**src/rtl/xbus_arb.sv**
```systemverilog
// xbus_arb: two-master round-robin arbiter for the shared data bus, with
// locked read-modify-write support, bounded ownership and read-data return.
`ifndef ADDR_W
`define ADDR_W 16
`endif
`ifndef DATA_W
`define DATA_W 16
`endif

module xbus_arb #(
   parameter int unsigned ADDR_W   = `ADDR_W,
   parameter int unsigned DATA_W   = `DATA_W,
   parameter int unsigned MAX_HOLD = 16
) (
   input  logic              clk,
   input  logic              rst,
   input  logic              m0_req,
   input  logic              m0_lock,
   input  logic              m0_we,
   input  logic [ADDR_W-1:0] m0_addr,
   input  logic [DATA_W-1:0] m0_wdata,
   output logic              m0_gnt,
   output logic              m0_rvalid,
   output logic [DATA_W-1:0] m0_rdata,
   input  logic              m1_req,
   input  logic              m1_lock,
   input  logic              m1_we,
   input  logic [ADDR_W-1:0] m1_addr,
   input  logic [DATA_W-1:0] m1_wdata,
   output logic              m1_gnt,
   output logic              m1_rvalid,
   output logic [DATA_W-1:0] m1_rdata,
   output logic              s_sel,
   output logic              s_we,
   output logic [ADDR_W-1:0] s_addr,
   output logic [DATA_W-1:0] s_wdata,
   input  logic [DATA_W-1:0] s_rdata
);

   localparam int unsigned       HOLD_W    = $clog2(MAX_HOLD);
   localparam logic [HOLD_W-1:0] HOLD_LAST = HOLD_W'(MAX_HOLD - 1);

   typedef enum logic [1:0] {
      IDLE = 2'd0,
      G0   = 2'd1,
      G1   = 2'd2
   } state_t;

   state_t            state;
   state_t            state_nxt;
   logic              last;
   logic [HOLD_W-1:0] hold_cnt;
   logic              hold_max;
   logic              other_req;

   // Limit reached: a waiting master takes over even from a locked owner.
   assign hold_max  = (hold_cnt == HOLD_LAST);
   assign other_req = (state == G0) ? m1_req : m0_req;

   // State register.
   always_ff @(posedge clk or negedge rst) begin
      if (!rst) state <= IDLE;
      else      state <= state_nxt;
   end

   // Next-state: round-robin on ties, release on drop / contention / hold limit.
   always_comb begin
      state_nxt = state;
      case (state)
         IDLE: begin
            if (m0_req && m1_req) state_nxt = last ? G0 : G1;
            else if (m0_req)      state_nxt = G0;
            else if (m1_req)      state_nxt = G1;
         end
         G0: begin
            if (!m0_req || (m1_req && (!m0_lock || hold_max)))
               state_nxt = m1_req ? G1 : IDLE;
         end
         G1: begin
            if (!m1_req || (m0_req && (!m1_lock || hold_max)))
               state_nxt = m0_req ? G0 : IDLE;
         end
         default: state_nxt = IDLE;
      endcase
   end

   // Outputs: grant decode and combinational slave mux from the owner.
   always_comb begin
      m0_gnt   = 1'b0;
      m1_gnt   = 1'b0;
      s_sel    = 1'b0;
      s_we     = 1'b0;
      s_addr   = '0;
      s_wdata  = '0;
      m0_rdata = s_rdata;
      m1_rdata = s_rdata;
      case (state)
         G0: begin
            m0_gnt  = 1'b1;
            s_sel   = m0_req;
            s_we    = m0_req & m0_we;
            s_addr  = m0_addr;
            s_wdata = m0_wdata;
         end
         G1: begin
            m1_gnt  = 1'b1;
            s_sel   = m1_req;
            s_we    = m1_req & m1_we;
            s_addr  = m1_addr;
            s_wdata = m1_wdata;
         end
         default: ;
      endcase
   end

   // Remember the most recently granted master for tie-breaking.
   always_ff @(posedge clk or negedge rst) begin
      if (!rst)                               last <= 1'b1;
      else if (state_nxt == G0 && state != G0) last <= 1'b0;
      else if (state_nxt == G1 && state != G1) last <= 1'b1;
   end

   // Count cycles the owner keeps the bus while the other master waits.
   always_ff @(posedge clk or negedge rst) begin
      if (!rst)                                     hold_cnt <= '0;
      else if (state == IDLE || state_nxt != state) hold_cnt <= '0;
      else if (other_req && !hold_max)              hold_cnt <= hold_cnt + HOLD_W'(1);
   end

   // Read return follows the issuer, one cycle after the read transfer.
   always_ff @(posedge clk or negedge rst) begin
      if (!rst) begin
         m0_rvalid <= 1'b0;
         m1_rvalid <= 1'b0;
      end else begin
         m0_rvalid <= m0_req & m0_gnt & ~m0_we;
         m1_rvalid <= m1_req & m1_gnt & ~m1_we;
      end
   end

endmodule

```
**config.mk**
```make
export PLATFORM = sky130hd
export DESIGN_NAME = xbus_arb
export DESIGN_NICKNAME = d
export VERILOG_FILES = /design/src/rtl/xbus_arb.sv
export SDC_FILE = /design/constraint.sdc
export NUM_CORES = 1
export LEC_CHECK = 0
export ABC_AREA = 1
export CAP_MARGIN = 20
export CORE_ASPECT_RATIO = 1.2
export CORE_MARGIN = 5
export CORE_UTILIZATION = 28
export CTS_CLUSTER_SIZE = 10
export DETAILED_ROUTE_END_ITERATION = 6
export PLACE_DENSITY = 0.92
export SLEW_MARGIN = 10
export SYNTH_ARGS = -nofsm -noshare
export SYNTH_HDL_FRONTEND = slang
export SYNTH_SLANG_ARGS = --single-unit
```
**constraint.sdc**
```tcl
create_clock -name clk -period 1.9 [get_ports clk]
set_input_delay 0.475 -clock clk [delete_from_list [all_inputs] [get_ports clk]]
set_output_delay 0.475 -clock clk [all_outputs]
set_load 0.05 [all_outputs]
```
==> summary.txt, run 1 <==
Clock tree
  • Htree depth: 1
  • Reg clk slew, reported paths: 50 ps
  • CTS Hold Bufs: 0
  • CTS buffer count: 3
  • Clock Path Buffers: 2
  • Sink Count: 9
  • CTS tree: built
  • CTS root buffer: clkbuf_8
  • Clock latency reported for the late side of the worst-skew pair: 240 ps

Final layout
  • Cell area after layout: 3520 um^2
  • Layout area overhead: 159%
  • Antenna Cells: 0
  • Final nets: 413
  • Finished Core Util: 75.6%
  • Share of layout cells above drive strength 1: 48.0%
  • Number of fill cells: 308

Detailed routing
  • Drc violations: 0
  • Average wire per standard cell: 17.3 um
  • Wirelength, routed: 6.52 mm
  • DR vias/cell: 4.83
  • First-pass detailed-route iteration total: 4
  • Via count: 1821
  • First DRT Iteration DRCs: 83
  • Antenna-violating nets left: 0

Global route
  • Remaining global-route overflow: 0
  • Gr busiest metal: met2
  • First-pass GRT wire length: 9.40 mm
  • Vias in the first global route: 1967
  • Grt met2 use: 37.3%
  • Initial antenna violation count: 0
  • Overall Global Routing Usage: 19.1%
  • Largest net degree at the start of global routing: 20
  • M1 GR Usage: 18.7%
  • GRT met3 Usage: 4.76%

Hold path
  • Min-delay worst type: reg -> reg
  • Critical hold path startpoint: last$_DFFE_PN1P_

Worst setup path
  • Critical path data arrival time: 1580 ps
  • Top delay family on crit path: buffers and inverters
  • Crit path max fanout: 7
  • Slowest CP cell: dfrtp_2
  • Reg2reg start: state[0]$_DFF_PN0_
  • CP bufs+invs: 4
  • Crit Path Class: reg -> out
  • CP max stage delay: 390 ps
  • Required time of the worst setup path: 1420 ps
  • CP Capture Type: output pin
  • Worst-path cell chain: inv_4 -> ha_4 -> clkinv_8 -> clkbuf_16 -> a21oi_4 -> buf_12
  • Critical Path Source Type: flop
  • Critical Path Source: state[0]$_DFF_PN0_

Floorplan
  • Die Y-Extent: 86.3 um
  • Site row count: 27
  • Io pins: 158
  • Die area: 6360 um^2
  • CORE AREA: 4660 um^2
  • Initial cell density of the core: 29.2%
  • Die W: 73.6 um

Timing
  • Final setup violation count: 36
  • F_max: 487 MHz
  • Post-layout min period: 2050 ps
  • Hold_ws: 488 ps
  • Final slew viol count: 0
  • Final period utilization: 108%
  • Tightest Pin Transition: 470 ps
  • Final hold vios: 0
  • Slew headroom: 68.6%
  • Final setup TNS: -4430 ps
  • RSZ-0062 raised after global routing: yes
  • Worst Skew: 2.10 ps
  • Post-route setup slack: -152 ps

Power and ir drop
  • Power per cell area: 1770 nW/um^2
  • Leak: 0.00130 uW
  • Max IR drop VDD: 0.974 mV

Placement
  • Pre-CTS setup slack: -134 ps
  • Input/output buffers: 109
  • Placed wire-length estimate: 4.82 mm
  • GP Congestion: 0.972
  • Placed Area: 3180 um^2

Yosys
  • Avg Cell Area, Syn: 6.02 um^2
  • Synth unique cells: 25
  • Netlist Area Pre-Place: 1360 um^2
  • Synth Warn #: 0
  • Cells after Synth: 226
  • Post-synthesis sequential area ratio: 16.7%
  • Post-Syn Nets: 319
  • #FFs+latches synth: 9

Status
  • Status: complete, but fails checks
  • Failing checks: negative setup slack

Flow run
  • MaxCap Viol Count: 0
## logic make-up (layout without fill, tap and decap cells)
kind of cell,after synthesis,in the layout,synth area share (%)
xor+xnor,3,3,1.93
flops,9,9,16.7
simple gates,112,112,36.2
buf+inv,55,148,24.3
compound gates,42,42,16.3
fa+ha+maj,5,5,4.60
## area by class of cell
| cell class | count | area, um^2 | share of cell area (%) |
|---|---|---|---|
| Sequential cell | 9 | 229 | 6.50 |
| Clock buffer | 4 | 45.0 | 1.28 |
| Tap cell | 58 | 72.6 | 2.06 |
| Timing Repair Buffer | 132 | 1810 | 51.4 |
| Multi-Input combinational cell | 162 | 1300 | 37.0 |
| Inverter | 12 | 62.6 | 1.77 |
## final timing paths
kind	to	slack, ps	depth (start not counted)
max	s_addr[6]	-150	6
min	last$_DFFE_PN1P_	490	2
max reg2reg	hold_cnt[2]$_DFFE_PN0P_	0	11
min reg2reg	last$_DFFE_PN1P_	490	2
max in group asynchronous	state[0]$_DFF_PN0_	1000	1
min in group asynchronous	hold_cnt[2]$_DFFE_PN0P_	560	1
## through the flow
step,instances,power (uW)
2_1_floorplan,226,3660
3_3_place_gp,362,5120
3_5_place_dp,362,5190
4_1_cts,372,5910
5_1_grt,377,6500
6_report,377,6240
## routing by layer
layer	vias to the layer above	wire length, um
met5	-	0
met4	0	187
met3	25	559
met2	94	3630
met1	831	2140
li1	871	-
## synth_stat cells
| cell | number | area share, % |
|---|---|---|
| a21oi_1 | 37 | 14 |
| a21oi_2 | 2 | 1.3 |
| buf_1 | 2 | 0.55 |
| buf_2 | 3 | 1.1 |
| buf_4 | 32 | 18 |
| clkbuf_1 | 6 | 1.7 |
| clkinv_1 | 1 | 0.28 |
| dfrtp_1 | 8 | 15 |
| dfstp_2 | 1 | 1.9 |
| ha_1 | 5 | 4.6 |
| inv_1 | 8 | 2.2 |
| inv_2 | 3 | 0.83 |
| nand2_1 | 87 | 24 |
| nand2_2 | 4 | 1.8 |
| nand3_1 | 5 | 1.8 |
| nand3_2 | 2 | 1.5 |
| nand3_4 | 1 | 1.3 |
| nand4_1 | 1 | 0.46 |
| nor2_1 | 7 | 1.9 |
| nor2_2 | 1 | 0.46 |
| nor3_2 | 4 | 2.9 |
| o21ai_0 | 1 | 0.37 |
| o21ai_1 | 1 | 0.37 |
| o21ai_2 | 1 | 0.64 |
| xor2_1 | 3 | 1.9 |
## worst register-to-register path: cells and delay by family (launching register included)
kind | cells | cell delay [ps]
buffers and inverters | 5 | 640
flip-flops | 1 | 420
AND/OR/NAND/NOR | 3 | 310
adder cells (fa/ha/maj) | 1 | 170
XOR/XNOR | 1 | 150
AO/OA/AOI/OAI | 1 | 140
## timing repair
item | in CTS | in global routing
cloned | 2 | 2
setup buffers | 4 | 3
gates resized for setup | 25 | 12
pin swaps | 12 | 11
endpoints found under the setup margin | 34 | 39
## report_power, final
part           total, uW  internal (uW)  switching, uW
logic               5700           2590           3100
registers            304            253           50.9
clock network        239            148           91.2
total               6240           2990           3250
## cell usage in the layout (no fill, tap or decap), types with 2 or more instances in the layout
cell type        Yosys  routed
inv_1                8       6
dfrtp_1              8       6
xor2_1               3       3
ha_1                 5       2
clkdlybuf4s50_1      0      71
inv_2                3       3
nand3_2              2       3
a21oi_1             37       3
o21ai_2              1       2
inv_4                0       2
buf_16               0       4
nand3_1              5       4
dfrtp_2              0       2
buf_4               32      12
nand2_1             87      61
nor3_2               4       4
ha_4                 0       3
a21oi_2              2       2
nand2_2              4      29
buf_12               0      42
nor2_1               7       7
clkbuf_16            0       2
clkbuf_8             0       3
a21oi_4              0      34
## sequential cells by signal, indices dropped and copies added (netlist names)
name and flops:
last 1, hold_cnt 4, m1_rvalid 1, state 2
m0_rvalid 1
No activity file was read; power rests on OpenSTA's default activity.
==> run 2: changes to the inputs <==
--- a/config.mk
+++ b/config.mk
@@ -13,7 +13,7 @@
 export CTS_CLUSTER_SIZE = 10
 export DETAILED_ROUTE_END_ITERATION = 6
 export PLACE_DENSITY = 0.92
-export SLEW_MARGIN = 10
 export SYNTH_ARGS = -nofsm -noshare
 export SYNTH_HDL_FRONTEND = slang
 export SYNTH_SLANG_ARGS = --single-unit
+export TNS_END_PERCENT = 50
==> summary.txt, run 2 (synthesized netlist as in run 1, its figures left out) <==
Timing
  • Final setup violation count: 36 (unchanged)
  • Post-layout min period: 2060 ps (+11.4 ps)
  • Final slew viol count: 0 (unchanged)
  • Final period utilization: 109% (+0.60 points)
  • RSZ-0062 raised after global routing: yes
  • Worst Skew: 0.793 ps (-1.31 ps)
  • Tightest Pin Transition: 457 ps (-13.3 ps)
  • Slew headroom: 69.5% (+0.89 points)
  • Final hold vios: 0 (unchanged)
  • Post-route setup slack: -164 ps (-11.4 ps)
  • F_max: 485 MHz (-0.55%)

Worst setup path
  • Crit path max fanout: 6 (-1)
  • Critical Path End: s_addr[0]
  • Critical Path Source Type: flop
  • Reg2reg start: state[0]$_DFF_PN0_
  • Worst-path cell chain: inv_4 -> ha_4 -> buf_12 -> clkbuf_16 -> nand2_2 -> a21oi_4 -> buf_12
  • CP max stage delay: 430 ps (+40 ps)
  • Crit Path Class: reg -> out
  • Slowest CP cell: dfrtp_2
  • Crit path depth: 7 (+1)
  • Cells on worst reg2reg path: 11 (unchanged)
  • Worst R2R End: hold_cnt[0]$_DFFE_PN0P_
  • CP bufs+invs: 4 (unchanged)
  • CP Capture Type: output pin
  • Required time of the worst setup path: 1420 ps (about the same)
  • Top delay family on crit path: buffers and inverters
  • Critical path data arrival time: 1590 ps (about the same)
  • Critical Path Source: state[1]$_DFF_PN0_
  • Cell mode on critical path: buf_12
  • Reg2Reg Setup Slack: -20 ps (-20 ps)

Floorplan
  • Io pins: 158 (unchanged)
  • Die Y-Extent: 86.3 um (unchanged)
  • Site row count: 27 (unchanged)
  • CORE AREA: 4660 um^2 (unchanged)
  • Die area: 6360 um^2 (unchanged)
  • Initial cell density of the core: 29.2% (unchanged)
  • Die W: 73.6 um (unchanged)

Detailed routing
  • Antenna-violating nets left: 0 (unchanged)
  • DR vias/cell: 4.86 (+0.53%)
  • First DRT Iteration DRCs: 77 (-7.2%)
  • Wirelength, routed: 6.55 mm (+0.60%)
  • Average wire per standard cell: 16.9 um (-2.3%)
  • First-pass detailed-route iteration total: 5 (+1)
  • Drc violations: 0 (unchanged)
  • Via count: 1884 (+3.5%)

Clock tree
  • CTS root buffer: clkbuf_8
  • CTS tree: built
  • CTS Hold Bufs: 0 (unchanged)
  • Htree depth: 1 (unchanged)
  • Sink Count: 9 (unchanged)
  • CTS buffer count: 3 (unchanged)
  • Reg clk slew, reported paths: 50 ps (about the same)
  • Clock Path Buffers: 2 (unchanged)
  • Clock latency reported for the late side of the worst-skew pair: 240 ps (about the same)

Hold path
  • Min-delay worst type: reg -> reg

Final layout
  • Top reg by flops: hold_cnt
  • Most frequent cells in the layout: 71 x clkdlybuf4s50_1, 52 x nand2_1, 40 x buf_12
  • Share of layout cells above drive strength 1: 51.8% (+3.9 points)
  • Commonest non-fill, non-tap cell in the layout: clkdlybuf4s50_1
  • Finished Core Util: 77.6% (+2.0 points)
  • Layout area overhead: 166%
  • Final nets: 424 (+2.7%)
  • Largest register FFs: 4 (unchanged)
  • Antenna Cells: 0 (unchanged)
  • Largest regs: hold_cnt (4), state (2)

Global route
  • Remaining global-route overflow: 0 (unchanged)
  • Overall Global Routing Usage: 18.5% (-0.66 points)
  • First-pass GRT wire length: 9.41 mm (about the same)
  • Initial antenna violation count: 0 (unchanged)
  • Vias in the first global route: 2020 (+2.7%)
  • Largest net degree at the start of global routing: 23 (+15%)

Flow run
  • MaxCap Viol Count: 0 (unchanged)

Status
  • Failing checks: negative setup slack
  • Status: complete, but fails checks

Placement
  • Input/output buffers: 109 (unchanged)
  • Placed wire-length estimate: 4.93 mm (+2.2%)
  • GP Congestion: 0.997 (+2.5%)

Power and ir drop
  • Leak: 0.00136 uW (+4.3%)
  • Power per cell area: 1740 nW/um^2 (-1.5%)
  • Total power: 6310 uW (+1.1%)
  • Max IR drop VDD: 1.22 mV (+25%)
==> run 2: cell types whose count changed in the layout (fill, tap and decap cells not counted), sizes merged <==
cell / change
buf: +10
clkinv: -1
inv: +1
clkbuf: +1
==> run 2: how the worst min path moves through the flow <==
stage	startpoint	slack, ps	cells past startpoint	endpoint
2_1_floorplan	rst	180	0	hold_cnt[0]$_DFFE_PN0P_
3_3_place_gp	last$_DFFE_PN1P_	490	2	last$_DFFE_PN1P_
3_5_place_dp	last$_DFFE_PN1P_	500	2	last$_DFFE_PN1P_
4_1_cts	last$_DFFE_PN1P_	500	2	last$_DFFE_PN1P_
5_1_grt	last$_DFFE_PN1P_	520	2	last$_DFFE_PN1P_
6_report	last$_DFFE_PN1P_	510	2	last$_DFFE_PN1P_
==> run 2: repair_timing <==
action	4_1_cts	5_1_grt
setup buffers	6	6
gates cloned	2	3
pin swaps	7	16
endpoints found under the setup margin	34	40
resized for setup	31	24
==> run 2: power breakdown <==
group	total, uW	internal (uW)	switching (uW)	leakage [uW]
registers	306	253	53.0	0.000116
clock network	242	148	94.2	0.0000228
logic	5760	2630	3130	0.00122
total	6310	3030	3280	0.00136
==> run 2: tightest hold or removal path: stages, from the launching register on <==
cell and delay [ps]:
dfstp_2 380, o21ai_1 70, nand2_1 60
==> run 2: metrics by stage <==
stage / TNS (ps) / cells / cell area (um^2) / hold slack (ps) / setup WS, ps
after CTS: -4140 / 380 / 3450 / 501 / -138
after detailed placement: -722 / 368 / 3190 / 497 / -131
after floorplan: -2130 / 226 / 1890 / 179 / -66.1
after global routing: -5920 / 388 / 3620 / 520 / -210
final: -4000 / 388 / 3620 / 509 / -164
after global placement: -264 / 368 / 3190 / 491 / -43.3
==> run 2: final cells by class <==
cell class,count,area [um^2]
Clock buffer,4,45.0
Fill cell,273,1040
Inverter,12,57.6
Multi-Input combinational cell,162,1320
Sequential cell,9,229
Tap cell,58,72.6
Timing Repair Buffer,143,1900
==> run 2: layer usage <==
layer  vias to the layer above  part of all wire, %  track usage, %
met4                         0                  1.5            4.12
li1                        894                    -               -
met3                        17                  8.5            4.41
met2                       104                   56            38.2
met5                         -                    0               0
met1                       869                   34            17.5
